`src/rtl/tri_dispatch_arb_if.sv`:
```
// Port bundle for tri_dispatch_arb: two triangle requesters, the R10 rasterizer port and the issue counters.
// Coordinates are fixed point and pass through untouched, so the fraction width never appears here.
interface tri_dispatch_arb_if #(
    parameter int SIGFIG = 24,
    parameter int VERTS  = 3,
    parameter int AXIS   = 3,
    parameter int COLORS = 3,
    parameter int CNT_W  = 16
);
    // Requester n transfers in a cycle where valid_n and ready_n are both 1; ready_n is
    // combinational and a requester holds its data while valid_n=1 and ready_n=0.
    // Rast consumes R10 in a cycle where validTri_R10H=1 and halt_RnnnnL=1.
    logic signed [VERTS-1:0][AXIS-1:0][SIGFIG-1:0] tri0_S;
    logic        [COLORS-1:0][SIGFIG-1:0]          color0_U;
    logic                                          valid0_H;
    logic                                          ready0_H;
    logic signed [VERTS-1:0][AXIS-1:0][SIGFIG-1:0] tri1_S;
    logic        [COLORS-1:0][SIGFIG-1:0]          color1_U;
    logic                                          valid1_H;
    logic                                          ready1_H;
    logic                                          halt_RnnnnL;
    logic signed [VERTS-1:0][AXIS-1:0][SIGFIG-1:0] tri_R10S;
    logic        [COLORS-1:0][SIGFIG-1:0]          color_R10U;
    logic                                          validTri_R10H;
    logic                                          grant_id_R10H;
    logic        [CNT_W-1:0]                       tri_cnt0_U;
    logic        [CNT_W-1:0]                       tri_cnt1_U;
    logic        [1:0]                             fsm_state;

    modport master (
        output tri0_S, color0_U, valid0_H, tri1_S, color1_U, valid1_H, halt_RnnnnL,
        input  ready0_H, ready1_H, tri_R10S, color_R10U, validTri_R10H, grant_id_R10H,
        input  tri_cnt0_U, tri_cnt1_U, fsm_state
    );

    modport slave (
        input  tri0_S, color0_U, valid0_H, tri1_S, color1_U, valid1_H, halt_RnnnnL,
        output ready0_H, ready1_H, tri_R10S, color_R10U, validTri_R10H, grant_id_R10H,
        output tri_cnt0_U, tri_cnt1_U, fsm_state
    );
endinterface

```
`src/rtl/tri_dispatch_arb.sv`:
```
// Round-robin/burst arbiter sharing the rast R10 triangle port between two producers.
// Define TRI_DISPATCH_FIXED_PRIO_EN to give requester 0 strict priority instead.
module tri_dispatch_arb #(
    parameter int BURST_MAX = 2
) (
    input logic               clk,
    input logic               rst,
    tri_dispatch_arb_if.slave bus
);
    typedef enum logic [1:0] {
        IDLE = 2'd0,
        OWN0 = 2'd1,
        OWN1 = 2'd2
    } state_t;

    state_t state, state_n;
    logic   load_en;
    logic   win0, win1;

    // The R10 register can take a new triangle when empty or being consumed this cycle.
    assign load_en       = !bus.validTri_R10H || bus.halt_RnnnnL;
    assign bus.ready0_H  = load_en && win0 && rst;
    assign bus.ready1_H  = load_en && win1 && rst;
    assign bus.fsm_state = state;

    always_ff @(posedge clk) begin
        if (!rst) state <= IDLE;
        else      state <= state_n;
    end

`ifdef TRI_DISPATCH_FIXED_PRIO_EN
    always_comb begin
        win0    = 1'b0;
        win1    = 1'b0;
        state_n = state;
        if (load_en) begin
            win0 = bus.valid0_H;
            win1 = !bus.valid0_H && bus.valid1_H;
            if (win0)      state_n = OWN0;
            else if (win1) state_n = OWN1;
            else           state_n = IDLE;
        end
    end
`else
    localparam int            BW         = (BURST_MAX > 1) ? $clog2(BURST_MAX) : 1;
    localparam logic [BW-1:0] BURST_LAST = BW'(BURST_MAX - 1);

    logic [BW-1:0] burst_cnt, burst_cnt_n;
    logic          rr_ptr, rr_ptr_n;

    // rr_ptr resets to 1 so requester 0 is preferred first.
    always_ff @(posedge clk) begin
        if (!rst) begin
            burst_cnt <= '0;
            rr_ptr    <= 1'b1;
        end else begin
            burst_cnt <= burst_cnt_n;
            rr_ptr    <= rr_ptr_n;
        end
    end

    always_comb begin
        win0        = 1'b0;
        win1        = 1'b0;
        state_n     = state;
        burst_cnt_n = burst_cnt;
        rr_ptr_n    = rr_ptr;
        if (load_en) begin
            case (state)
                IDLE: begin
                    if (rr_ptr) begin
                        win0 = bus.valid0_H;
                        win1 = !bus.valid0_H && bus.valid1_H;
                    end else begin
                        win1 = bus.valid1_H;
                        win0 = !bus.valid1_H && bus.valid0_H;
                    end
                    if (win0) begin
                        state_n     = OWN0;
                        burst_cnt_n = '0;
                    end else if (win1) begin
                        state_n     = OWN1;
                        burst_cnt_n = '0;
                    end
                end
                OWN0: begin
                    if (bus.valid0_H && (burst_cnt != BURST_LAST || !bus.valid1_H)) begin
                        win0 = 1'b1;
                        if (burst_cnt != BURST_LAST) burst_cnt_n = burst_cnt + 1'b1;
                    end else if (bus.valid1_H) begin
                        win1        = 1'b1;
                        state_n     = OWN1;
                        burst_cnt_n = '0;
                        rr_ptr_n    = 1'b0;
                    end else begin
                        state_n  = IDLE;
                        rr_ptr_n = 1'b0;
                    end
                end
                OWN1: begin
                    if (bus.valid1_H && (burst_cnt != BURST_LAST || !bus.valid0_H)) begin
                        win1 = 1'b1;
                        if (burst_cnt != BURST_LAST) burst_cnt_n = burst_cnt + 1'b1;
                    end else if (bus.valid0_H) begin
                        win0        = 1'b1;
                        state_n     = OWN0;
                        burst_cnt_n = '0;
                        rr_ptr_n    = 1'b1;
                    end else begin
                        state_n  = IDLE;
                        rr_ptr_n = 1'b1;
                    end
                end
                default: state_n = IDLE;
            endcase
        end
    end
`endif

    // Without a winner only the valid bit drops; data and grant_id keep their last value.
    always_ff @(posedge clk) begin
        if (!rst) begin
            bus.validTri_R10H <= 1'b0;
            bus.tri_R10S      <= '0;
            bus.color_R10U    <= '0;
            bus.grant_id_R10H <= 1'b0;
        end else if (load_en) begin
            bus.validTri_R10H <= win0 || win1;
            if (win0) begin
                bus.tri_R10S      <= bus.tri0_S;
                bus.color_R10U    <= bus.color0_U;
                bus.grant_id_R10H <= 1'b0;
            end else if (win1) begin
                bus.tri_R10S      <= bus.tri1_S;
                bus.color_R10U    <= bus.color1_U;
                bus.grant_id_R10H <= 1'b1;
            end
        end
    end

    always_ff @(posedge clk) begin
        if (!rst) begin
            bus.tri_cnt0_U <= '0;
            bus.tri_cnt1_U <= '0;
        end else begin
            if (bus.valid0_H && bus.ready0_H) bus.tri_cnt0_U <= bus.tri_cnt0_U + 1'b1;
            if (bus.valid1_H && bus.ready1_H) bus.tri_cnt1_U <= bus.tri_cnt1_U + 1'b1;
        end
    end
endmodule
```
`src/flat_wrapper.sv`:
```
// flat-port wrapper written by rule: the top's interface ports become plain ports
module tri_dispatch_arb_flat 
#(
    parameter int BURST_MAX = 2
)
  (clk, rst, bus_tri0_S, bus_color0_U, bus_valid0_H, bus_tri1_S, bus_color1_U, bus_valid1_H, bus_halt_RnnnnL, bus_ready0_H, bus_ready1_H, bus_tri_R10S, bus_color_R10U, bus_validTri_R10H, bus_grant_id_R10H, bus_tri_cnt0_U, bus_tri_cnt1_U, bus_fsm_state);
  tri_dispatch_arb_if bus_i ();
  input logic clk;
  input logic rst;
  input wire logic [$bits(bus_i.tri0_S)-1:0] bus_tri0_S;
  input wire logic [$bits(bus_i.color0_U)-1:0] bus_color0_U;
  input wire logic [$bits(bus_i.valid0_H)-1:0] bus_valid0_H;
  input wire logic [$bits(bus_i.tri1_S)-1:0] bus_tri1_S;
  input wire logic [$bits(bus_i.color1_U)-1:0] bus_color1_U;
  input wire logic [$bits(bus_i.valid1_H)-1:0] bus_valid1_H;
  input wire logic [$bits(bus_i.halt_RnnnnL)-1:0] bus_halt_RnnnnL;
  output wire logic [$bits(bus_i.ready0_H)-1:0] bus_ready0_H;
  output wire logic [$bits(bus_i.ready1_H)-1:0] bus_ready1_H;
  output wire logic [$bits(bus_i.tri_R10S)-1:0] bus_tri_R10S;
  output wire logic [$bits(bus_i.color_R10U)-1:0] bus_color_R10U;
  output wire logic [$bits(bus_i.validTri_R10H)-1:0] bus_validTri_R10H;
  output wire logic [$bits(bus_i.grant_id_R10H)-1:0] bus_grant_id_R10H;
  output wire logic [$bits(bus_i.tri_cnt0_U)-1:0] bus_tri_cnt0_U;
  output wire logic [$bits(bus_i.tri_cnt1_U)-1:0] bus_tri_cnt1_U;
  output wire logic [$bits(bus_i.fsm_state)-1:0] bus_fsm_state;
  assign bus_i.tri0_S = bus_tri0_S;
  assign bus_i.color0_U = bus_color0_U;
  assign bus_i.valid0_H = bus_valid0_H;
  assign bus_i.tri1_S = bus_tri1_S;
  assign bus_i.color1_U = bus_color1_U;
  assign bus_i.valid1_H = bus_valid1_H;
  assign bus_i.halt_RnnnnL = bus_halt_RnnnnL;
  assign bus_ready0_H = bus_i.ready0_H;
  assign bus_ready1_H = bus_i.ready1_H;
  assign bus_tri_R10S = bus_i.tri_R10S;
  assign bus_color_R10U = bus_i.color_R10U;
  assign bus_validTri_R10H = bus_i.validTri_R10H;
  assign bus_grant_id_R10H = bus_i.grant_id_R10H;
  assign bus_tri_cnt0_U = bus_i.tri_cnt0_U;
  assign bus_tri_cnt1_U = bus_i.tri_cnt1_U;
  assign bus_fsm_state = bus_i.fsm_state;
  tri_dispatch_arb #(.BURST_MAX(BURST_MAX)) u_core (.clk(clk), .rst(rst), .bus(bus_i));
endmodule
```
`config.mk`:
```
export PLATFORM = sky130hd
export DESIGN_NAME = tri_dispatch_arb_flat
export DESIGN_NICKNAME = d
export VERILOG_FILES = /design/src/rtl/tri_dispatch_arb_if.sv /design/src/rtl/tri_dispatch_arb.sv /design/src/flat_wrapper.sv
export SDC_FILE = /design/constraint.sdc
export NUM_CORES = 1
export LEC_CHECK = 0
export CAP_MARGIN = 20
export CORE_AREA = 2 2 352 354
export DETAILED_ROUTE_END_ITERATION = 12
export DIE_AREA = 0 0 354 356
export PLACE_DENSITY = 0.39
export SETUP_SLACK_MARGIN = 0.3
export SYNTH_ARGS = -nofsm -noshare
export SYNTH_HDL_FRONTEND = slang
export SYNTH_SLANG_ARGS = --single-unit
```
`constraint.sdc`:
```
create_clock -name clk -period 2.2 [get_ports clk]
set_input_delay 0.44 -clock clk [delete_from_list [all_inputs] [get_ports clk]]
set_output_delay 0.44 -clock clk [all_outputs]
set_load 0.005 [all_outputs]
```
Word level (Yosys, flattened, before mapping) --
Cells that the tools add are included.
Word-level totals: bits in writable memories 0, memories kept 0, input bits 581, word-level logic and storage cells 95, register bits 326, bits in latches 0, bits in read-only memories 0, output and inout bits 326
Cells by class: equal/unequal tests 7, reduce and logical (&&, ||, !) cells 25, divide/modulo/power cells 0, $mul 0, $add $sub $neg 3, magnitude comparators 0, bitwise logic cells 1, muxes and demuxes 40, shift operators 0
Operator list (number):
- $mux W216 | 2
- $mux W72 | 2
- $add A16 B1 Y16 const B | 2
- $mux W1 | 26
- $logic_and A1 B1 Y1 | 10
- $mux W2 | 5
- $pmux W1 S3 | 3
- $reduce_and A4 Y1 | 2
- $ne A3 B2 Y1 const B | 2
- $pmux W2 S3 | 1
- $reduce_and A5 Y1 | 1
- $logic_or A1 B1 Y1 | 4
- $ne A2 B2 Y1 const B | 2
- $reduce_bool A2 Y1 | 2
- $logic_not A1 Y1 | 3
- $ne A3 B3 Y1 const B | 1
- $reduce_bool A3 Y1 | 1
- $eq A2 B1 Y1 const B | 1
- $eq A2 B2 Y1 const B | 1
- $logic_not A2 Y1 | 1
- $pmux W1 S2 | 1
- $reduce_and A2 Y1 | 1
- $add A1 B1 Y1 const B | 1
- $not A1 Y1 | 1

Depth between registers and ports, before layout --
depth in word-level cells 10, gate-level depth with buffers 11, gate-level depth less buffers 7

Worst setup path after synthesis --
No wires, ideal clock.
path kind flip-flop to output port, from register u_core.state[0], in the netlist u_core.bus.fsm_state[0], to output port bus_ready0_H, path buffers 4, setup slack -0.146 ns, stages on the path, launching flop included 11, data required time 1.760 ns, arrival 1.906 ns, cells stage by stage dfxtp_1 inv_1 ha_1 buf_2 nor3_2 nor3_1 nand2_1 buf_4 buf_4 clkbuf_1 nor2_1
On the way: word-level cells in the longest chain between the ends 5, elaborated cells between the ends (all ways) 7, classes of those cells eq/ne: 2; mux: 2; reduce/logical: 3
RTL lines:
- start: declaration | RTL line tri_dispatch_arb.sv:16 | state_t state, state_n;
- start signal: assignment | RTL line tri_dispatch_arb.sv:28 | else state <= state_n;
- $eq A2 B2 Y1 (tied with other cells) | RTL line tri_dispatch_arb.sv:69 | case (state)
- $pmux W1 S3 (*) | RTL line tri_dispatch_arb.sv:69
- $mux W1 (*) | RTL line tri_dispatch_arb.sv:68 | if (load_en) begin
- $logic_and A1 B1 Y1 (*) (2 in series) | RTL line tri_dispatch_arb.sv:22 | assign bus.ready0_H = load_en && win0 && rst;
- end: declaration | RTL line flat_wrapper.sv:17 | output wire logic [$bits(bus_i.ready0_H)-1:0] bus_ready0_H;
Mark *: on every way between the ends. The rest lies on a longest branch, timed or not.

Final worst setup path --
from register u_core.state[1], in the netlist u_core.bus.fsm_state[1], to output port bus_ready1_H
On the way: word-level cells in the longest chain between the ends 5, elaborated cells between the ends (all ways) 7, classes of those cells eq/ne: 2; mux: 2; reduce/logical: 3
RTL lines:
- $eq A2 B2 Y1 (tied with other cells) | RTL line tri_dispatch_arb.sv:69
- $pmux W1 S3 (*) | RTL line tri_dispatch_arb.sv:69
- $mux W1 (*) | RTL line tri_dispatch_arb.sv:68
- $logic_and A1 B1 Y1 (*) (2 in series) | RTL line tri_dispatch_arb.sv:23 | assign bus.ready1_H = load_en && win1 && rst;
- end: declaration | RTL line flat_wrapper.sv:18 | output wire logic [$bits(bus_i.ready1_H)-1:0] bus_ready1_H;
Marked as above.

==> metrics.md <==
| Metric | Value |
|---|---|
| Critical R2R Launch | `u_core.bus.fsm_state[1]` |
| Layout filler cell count | `13.4k` |
| Post-synth EDFFs | `0` |
| Count leader, synth | `nand2_1` |
| H-tree depth | `2` |
| Fin nets | `3425` |
| Worst reg2reg path depth | `14` |
| Vias | `17.5k` |
| Critical-path cell list | `inv_4 > ha_4 > nor3_4 > buf_6 > nor4b_4 > nand2_4 > nor2_4 > buf_6` |
| Register area share after synthesis | `47.1%` |
| Clock Latency Late Sink | `610 ps` |
| Die ar. | `126000 um2` |
| Row count | `129` |
| CTS tree | `done` |
| Final wirelength | `97800 um` |
| Hold path depth | `4` |
| RePlAce Congestion | `0.815` |
| Largest net degree at the start of global routing | `91` |
| Min cycle time layout | `2410 ps` |
| Worst Setup End Kind | `output pin` |
| Failing checks | `setup timing` |
| RR Endpoint | `u_core.bus.tri_R10S[84]` |
| Hold Buf Count CTS | `0` |
| I/O Buffers | `906` |
| WP data arrival | `1970 ps` |
| Clock Skews | `16.2 ps` |
| Die Span Y | `356 um` |
| End of the worst hold path | `u_core.bus.tri_R10S[176]` |
| Initial core utilization | `11.3%` |
| Worst EP required | `1760 ps` |
| Area leader, netlist | `dfxtp_1` |
| Power density over the cells | `1170 nW/um2` |
| Worst hold slack | `312 ps` |
| Vias per cell | `3.87` |
| Ys Warns | `0` |
| Async SR Flop Fraction | `0%` |
| Router iterations before antenna repair | `5` |
| Grt ovf | `0` |
| Hold_sp | `rst` |
| Crit path kind | `reg -> out` |
| Max Root-Sink Buffers | `3` |
| Area after DPL | `25600 um2` |
| Cell count after synthesis | `1837` |
| Antenna-violating nets left | `0` |
| Critical path's most frequent cell | `buf_6` |
| Part of the cycle the worst path needs | `109%` |
| Synth top cells by count | `nand2_1, dfxtp_1, o21ai_0` |
| Violation count after the first detailed-route iteration | `1016` |
| RSZ-0062 raised after global routing | `true` |
| Measured slew at the worst slew-check pin | `482 ps` |
| Post-DP HPWL | `66900 um` |
| CTS sink cnt | `326` |
| DRC viols | `0` |
| Mapped Nets | `2424` |
| Chip width | `354 um` |
| Final setup viols | `172` |
| HP Class | `in -> reg` |
| Post-Syn Area | `13800 um2` |
| Post-route setup slack | `-206 ps` |
| Slew margin rel. | `67.8%` |
| Startpoint types | `flip-flop` |
| Top cells by area, synth | `dfxtp_1, nand2_1, a31oi_1` |
| Clk slew on worst S/H paths | `60 ps` |
| I/O pin cnt | `907` |
| Endpoints failing hold | `0` |
| Initial antenna violation count | `10` |
| Root Buffer | `clkbuf_16` |
| Pins Over Slew Limit | `0` |
| Top FF cell, synth | `dfxtp_1` |
| Yosys cell types | `41` |
| Post-route cell area | `30000 um2` |
| Syn avg cell area | `7.54 um2` |
| Peak VDD IR | `0.614 mV` |
| Top-area cell type share of the netlist area | `47.1%` |
| Wire per inst | `21.6 um` |
| Leak | `10.9 nW` |
| Max-cap violations | `0` |
| Core Area | `123000 um2` |
| Peak Freq | `416 MHz` |
| CTS Buf Count | `47` |
| Vias in the first global route | `17.3k` |
| First-pass GRT wire length | `128000 um` |
| Number of synthesized register bits | `326` |
| GRT Total Usage | `13.9%` |
| Critical path fanouts, max | `4` |
| Reg2reg setup slack | `-140 ps` |
| Run status | `finished with violations` |
| Ratio of cells with drive above 1 in the final layout | `16.2%` |
| Slowest cell on crit path | `dfxtp_4` |
| Slowest stage delay, CP | `360 ps` |
| Layout area overhead | `117%` |
[metal layers]
| layer | part of all wire (%) | track usage (%) | vias up |
|---|---|---|---|
| met3 | 7.9 | 4.82 | 112 |
| met2 | 47 | 22.7 | 655 |
| met4 | 2.8 | 4.81 | 4 |
| li1 | - | - | 8476 |
| met1 | 42 | 16.7 | 8251 |
| met5 | 0.31 | 1.58 | - |
[state kept, by name, summed over array words and instances (netlist names)]
name                      cells
u_core.bus.tri_cnt1_U        16
u_core.bus.tri_cnt0_U        16
u_core.bus.fsm_state          2
u_core.bus.color_R10U        72
u_core.bus.grant_id_R10H      1
u_core.rr_ptr                 1
u_core.bus.validTri_R10H      1
u_core.burst_cnt              1
u_core.bus.tri_R10S         216
[placed cells by master, fill, tap and decap left out, types with 4 or more instances in the layout]
cell type	Yosys	layout
a21oi_1	12	12
a31oi_1	290	277
a31oi_2	0	5
a31oi_4	0	8
and2_1	13	13
buf_12	0	33
buf_16	0	28
buf_4	3	91
buf_6	1	25
buf_8	0	22
clkbuf_1	109	16
clkbuf_16	0	70
clkbuf_8	0	13
clkdlybuf4s15_2	0	6
clkdlybuf4s50_1	0	890
clkinv_2	0	4
dfxtp_1	326	323
diode_2	0	9
ha_4	0	4
mux2i_1	5	5
nand2_1	598	472
nand2_2	0	72
nand2_4	0	53
nand3_1	13	11
nand4_1	14	14
nor2_1	19	17
nor3_1	10	8
o21ai_0	294	291
or3_1	6	5
xnor2_1	16	15
xor2_1	6	6
[critical path, delay by kind of cell (launching register included)]
kind | cells | cell delay, ps
DFF | 1 | 360
and+or+nand+nor | 4 | 550
adders and majority gates | 1 | 150
buffers and inverters | 3 | 310
[report_power, final]
group | leakage [nW] | switching [mW] | internal, mW | total (mW)
Clock | 0.767 | 3.18 | 4.82 | 8.00
Combinational | 7.39 | 8.50 | 9.36 | 17.9
Sequential | 2.70 | 1.35 | 7.92 | 9.27
Total | 10.9 | 13.0 | 22.1 | 35.1
[kinds of logic after synthesis]
kind of cell	Yosys count	synth area share, %
mux	5	0.361
simple gates	691	20.2
flops	326	47.1
fa+ha+maj	6	0.542
buf+inv	177	5.43
compound gates	610	25.0
xor+xnor	22	1.39
[metrics by stage]
| step | TNS [ps] | util [%] | instances | worst slack [ps] | power [mW] |
|---|---|---|---|---|---|
| after floorplan | 0 | - | 1837 | 198 | 14.2 |
| final | -8500 | 24.5 | 4521 | -206 | 35.1 |
| after global routing | -37720 | 24.5 | 4520 | -343 | 37.2 |
| after detailed placement | -87460 | 20.9 | 4333 | -442 | 23.1 |
| after global placement | -86350 | 20.9 | 4333 | -461 | 23.1 |
| after CTS | -16840 | 23.0 | 4459 | -246 | 33.2 |
[final cells by class]
class	count	area, um2	share of cell area (%)
repair buffers	1123	12300	41.1
inverters	6	27.5	0.0917
clock inverters	9	125	0.417
flip-flops and latches	326	6540	21.8
clock buffers	77	1450	4.83
well taps	1637	2050	6.82
multi-input cells	1334	7480	24.9
diodes	9	22.5	0.0750
[how the worst max path moves through the flow]
stage                                 start                       end  cells after the start
CTS                 u_core.bus.fsm_state[1]              bus_ready1_H                      7
detailed placement          bus_halt_RnnnnL    u_core.bus.tri_R10S[6]                      8
floorplan           u_core.bus.fsm_state[0]              bus_ready1_H                      7
global route        u_core.bus.fsm_state[1]              bus_ready0_H                      8
finish              u_core.bus.fsm_state[1]              bus_ready1_H                      8
global placement            bus_halt_RnnnnL  u_core.bus.tri_R10S[159]                      8
[what timing repair did]
action | in CTS | in global routing
endpoints found under the setup margin | 630 | 630
gates resized for setup | 100 | 259
buffers inserted | 20 | 28
hold endpoints to repair | 0 | 0
cloned | 20 | 25
pin swaps | 10 | 184
(Power assumes the default switching activity.)
==> RTL change: new RTL, same settings <==
`BURST_MAX` is set to 2 in 2 places; all go to 4.
--- a/src/rtl/tri_dispatch_arb.sv
+++ b/src/rtl/tri_dispatch_arb.sv
@@ -1,7 +1,7 @@
 // Round-robin/burst arbiter sharing the rast R10 triangle port between two producers.
 // Define TRI_DISPATCH_FIXED_PRIO_EN to give requester 0 strict priority instead.
 module tri_dispatch_arb #(
-    parameter int BURST_MAX = 2
+    parameter int BURST_MAX = 4
 ) (
     input logic               clk,
     input logic               rst,
--- a/src/flat_wrapper.sv
+++ b/src/flat_wrapper.sv
@@ -1,7 +1,7 @@
 // flat-port wrapper written by rule: the top's interface ports become plain ports
 module tri_dispatch_arb_flat 
 #(
-    parameter int BURST_MAX = 2
+    parameter int BURST_MAX = 4
 )
   (clk, rst, bus_tri0_S, bus_color0_U, bus_valid0_H, bus_tri1_S, bus_color1_U, bus_valid1_H, bus_halt_RnnnnL, bus_ready0_H, bus_ready1_H, bus_tri_R10S, bus_color_R10U, bus_validTri_R10H, bus_grant_id_R10H, bus_tri_cnt0_U, bus_tri_cnt1_U, bus_fsm_state);
   tri_dispatch_arb_if bus_i ();
Check against the original RTL: not settled (the Yosys comparison gave no result); the edit may change what the design does.
==> RTL change against the original RTL <==
  * The flow still finishes with violations (negative setup slack)
  * Combinational power up 79%
  * Via count up 1.9%
  * Worst setup slack worse by 210 ps
  * Synthesized area up 1.7%
  * Die area unchanged
  * Critical path depth up 7
  * Sequential cell count up 1
  * Total power up 45%
  * Clock skew about the same
  * Wire length up 1.0%
  * Design area up 4.4%
==> RTL change: results (changes against the original RTL) <==
{
  "run_status": {"value": "finished with violations"},
  "failing_checks": {"value": "negative setup slack"},
  "largest_net_degree_at_the_start_of_global_routing": {"value": 120, "change": "+32%"},
  "timing.final.setup_violations": {"value": 296, "change": "+72%"},
  "vias": {"value": 17823, "change": "+1.9%"},
  "grtUsageMet2": {"value": 25.6, "unit": "%", "change": "+2.9 points"},
  "fin_worst_skew": {"value": 15.8, "unit": "ps", "change": "-0.455 ps"},
  "lkg_pwr": {"value": 11.7, "unit": "nW", "change": "+7.9%"},
  "place_congestion": {"value": 0.846, "change": "+3.8%"},
  "final.fill_count": {"value": 13394, "change": "-0.41%"},
  "critical_path_arrival": {"value": 3100, "unit": "ps", "change": "+1130 ps"},
  "drt-initial-drc-count": {"value": 908, "change": "-11%"},
  "post-place-cells": {"value": 4381, "change": "+1.1%"},
  "critPathSlowestCell": {"value": "sky130_fd_sc_hd__a222oi_1"},
  "yosys.area_share.adder": {"value": 0.533, "unit": "%", "change": "-0.0090 points"},
  "postPlaceCellArea": {"value": 26300, "unit": "µm²", "change": "+2.4%"},
  "worst_path_dominant_cell_family": {"value": "buffers and inverters"},
  "timing.final.ws_setup": {"value": -413, "unit": "ps", "change": "-207 ps"},
  "vdd.ir_drop.worst": {"value": 590, "unit": "µV", "change": "-3.9%"},
  "cts_made_buffers": {"value": 46, "change": "-2.1%"},
  "met2WireLength": {"value": 48800, "unit": "µm", "change": "+5.5%"},
  "post_layout_nonfiller_instances": {"value": 4567, "change": "+1.0%"},
  "worst-path-max-fanout": {"value": 16, "change": "+12"},
  "slowest_delay": {"value": 420, "unit": "ps", "change": "+60 ps"},
  "synth_top_cells_by_area": {"value": "sky130_fd_sc_hd__dfxtp_1, sky130_fd_sc_hd__a21oi_1, sky130_fd_sc_hd__o21ai_0, sky130_fd_sc_hd__nand2_1, sky130_fd_sc_hd__buf_6"}
}
-- RTL change: power groups by stage --
| stage | clock network, W | registers (W) | logic, W |
|---|---|---|---|
| 4_1_cts | 0.00806 | 0.0108 | 0.0301 |
| 3_5_place_dp | 0 | 0.0108 | 0.0241 |
| 6_report | 0.00774 | 0.0111 | 0.0321 |
| 5_1_grt | 0.00824 | 0.0114 | 0.0345 |
| 2_1_floorplan | 0 | 0.0105 | 0.0102 |
| 3_3_place_gp | 0 | 0.0108 | 0.0242 |
-- RTL change: worst min-delay path by stage --
stage,to,slack (ps),cells past startpoint
global route,u_core.bus.tri_cnt0_U[13]$_SDFFE_PN0P_,140,2
CTS,u_core.bus.tri_cnt0_U[3]$_SDFFE_PN0P_,110,2
global placement,u_core.bus.color_R10U[48]$_SDFFE_PN0P_,440,2
floorplan,u_core.bus.color_R10U[0]$_SDFFE_PN0P_,450,2
finish,u_core.bus.tri_cnt0_U[3]$_SDFFE_PN0P_,170,2
detailed placement,u_core.bus.tri_R10S[177]$_SDFFE_PN0P_,440,2
-- RTL change: layout make-up --
cell class / instances / share of cell area, %
multi-input combinational: 1340 / 26.3
tap: 1637 / 6.54
timing repair buffer: 1167 / 41.1
antenna: 5 / 0.0399
inverter: 9 / 0.124
sequential: 327 / 21.1
clock inverter: 12 / 0.367
clock buffer: 70 / 4.48
-- RTL change: logic make-up after synthesis --
| logic type | count (synthesis) |
|---|---|
| AOI/OAI and AO/OA | 908 |
| and+or+nand+nor | 403 |
| DFF | 327 |
| buffers and inverters | 180 |
| xor gates and xnor gates | 17 |
| muxes | 6 |
| adders and majority gates | 6 |
-- RTL change: timing repair --
item / in CTS / in global routing
buffers inserted: 51 / 11
pin swaps: 48 / 145
resized for setup: 434 / 266
gates cloned: 32 / 5
setup endpoints to repair: 646 / 528
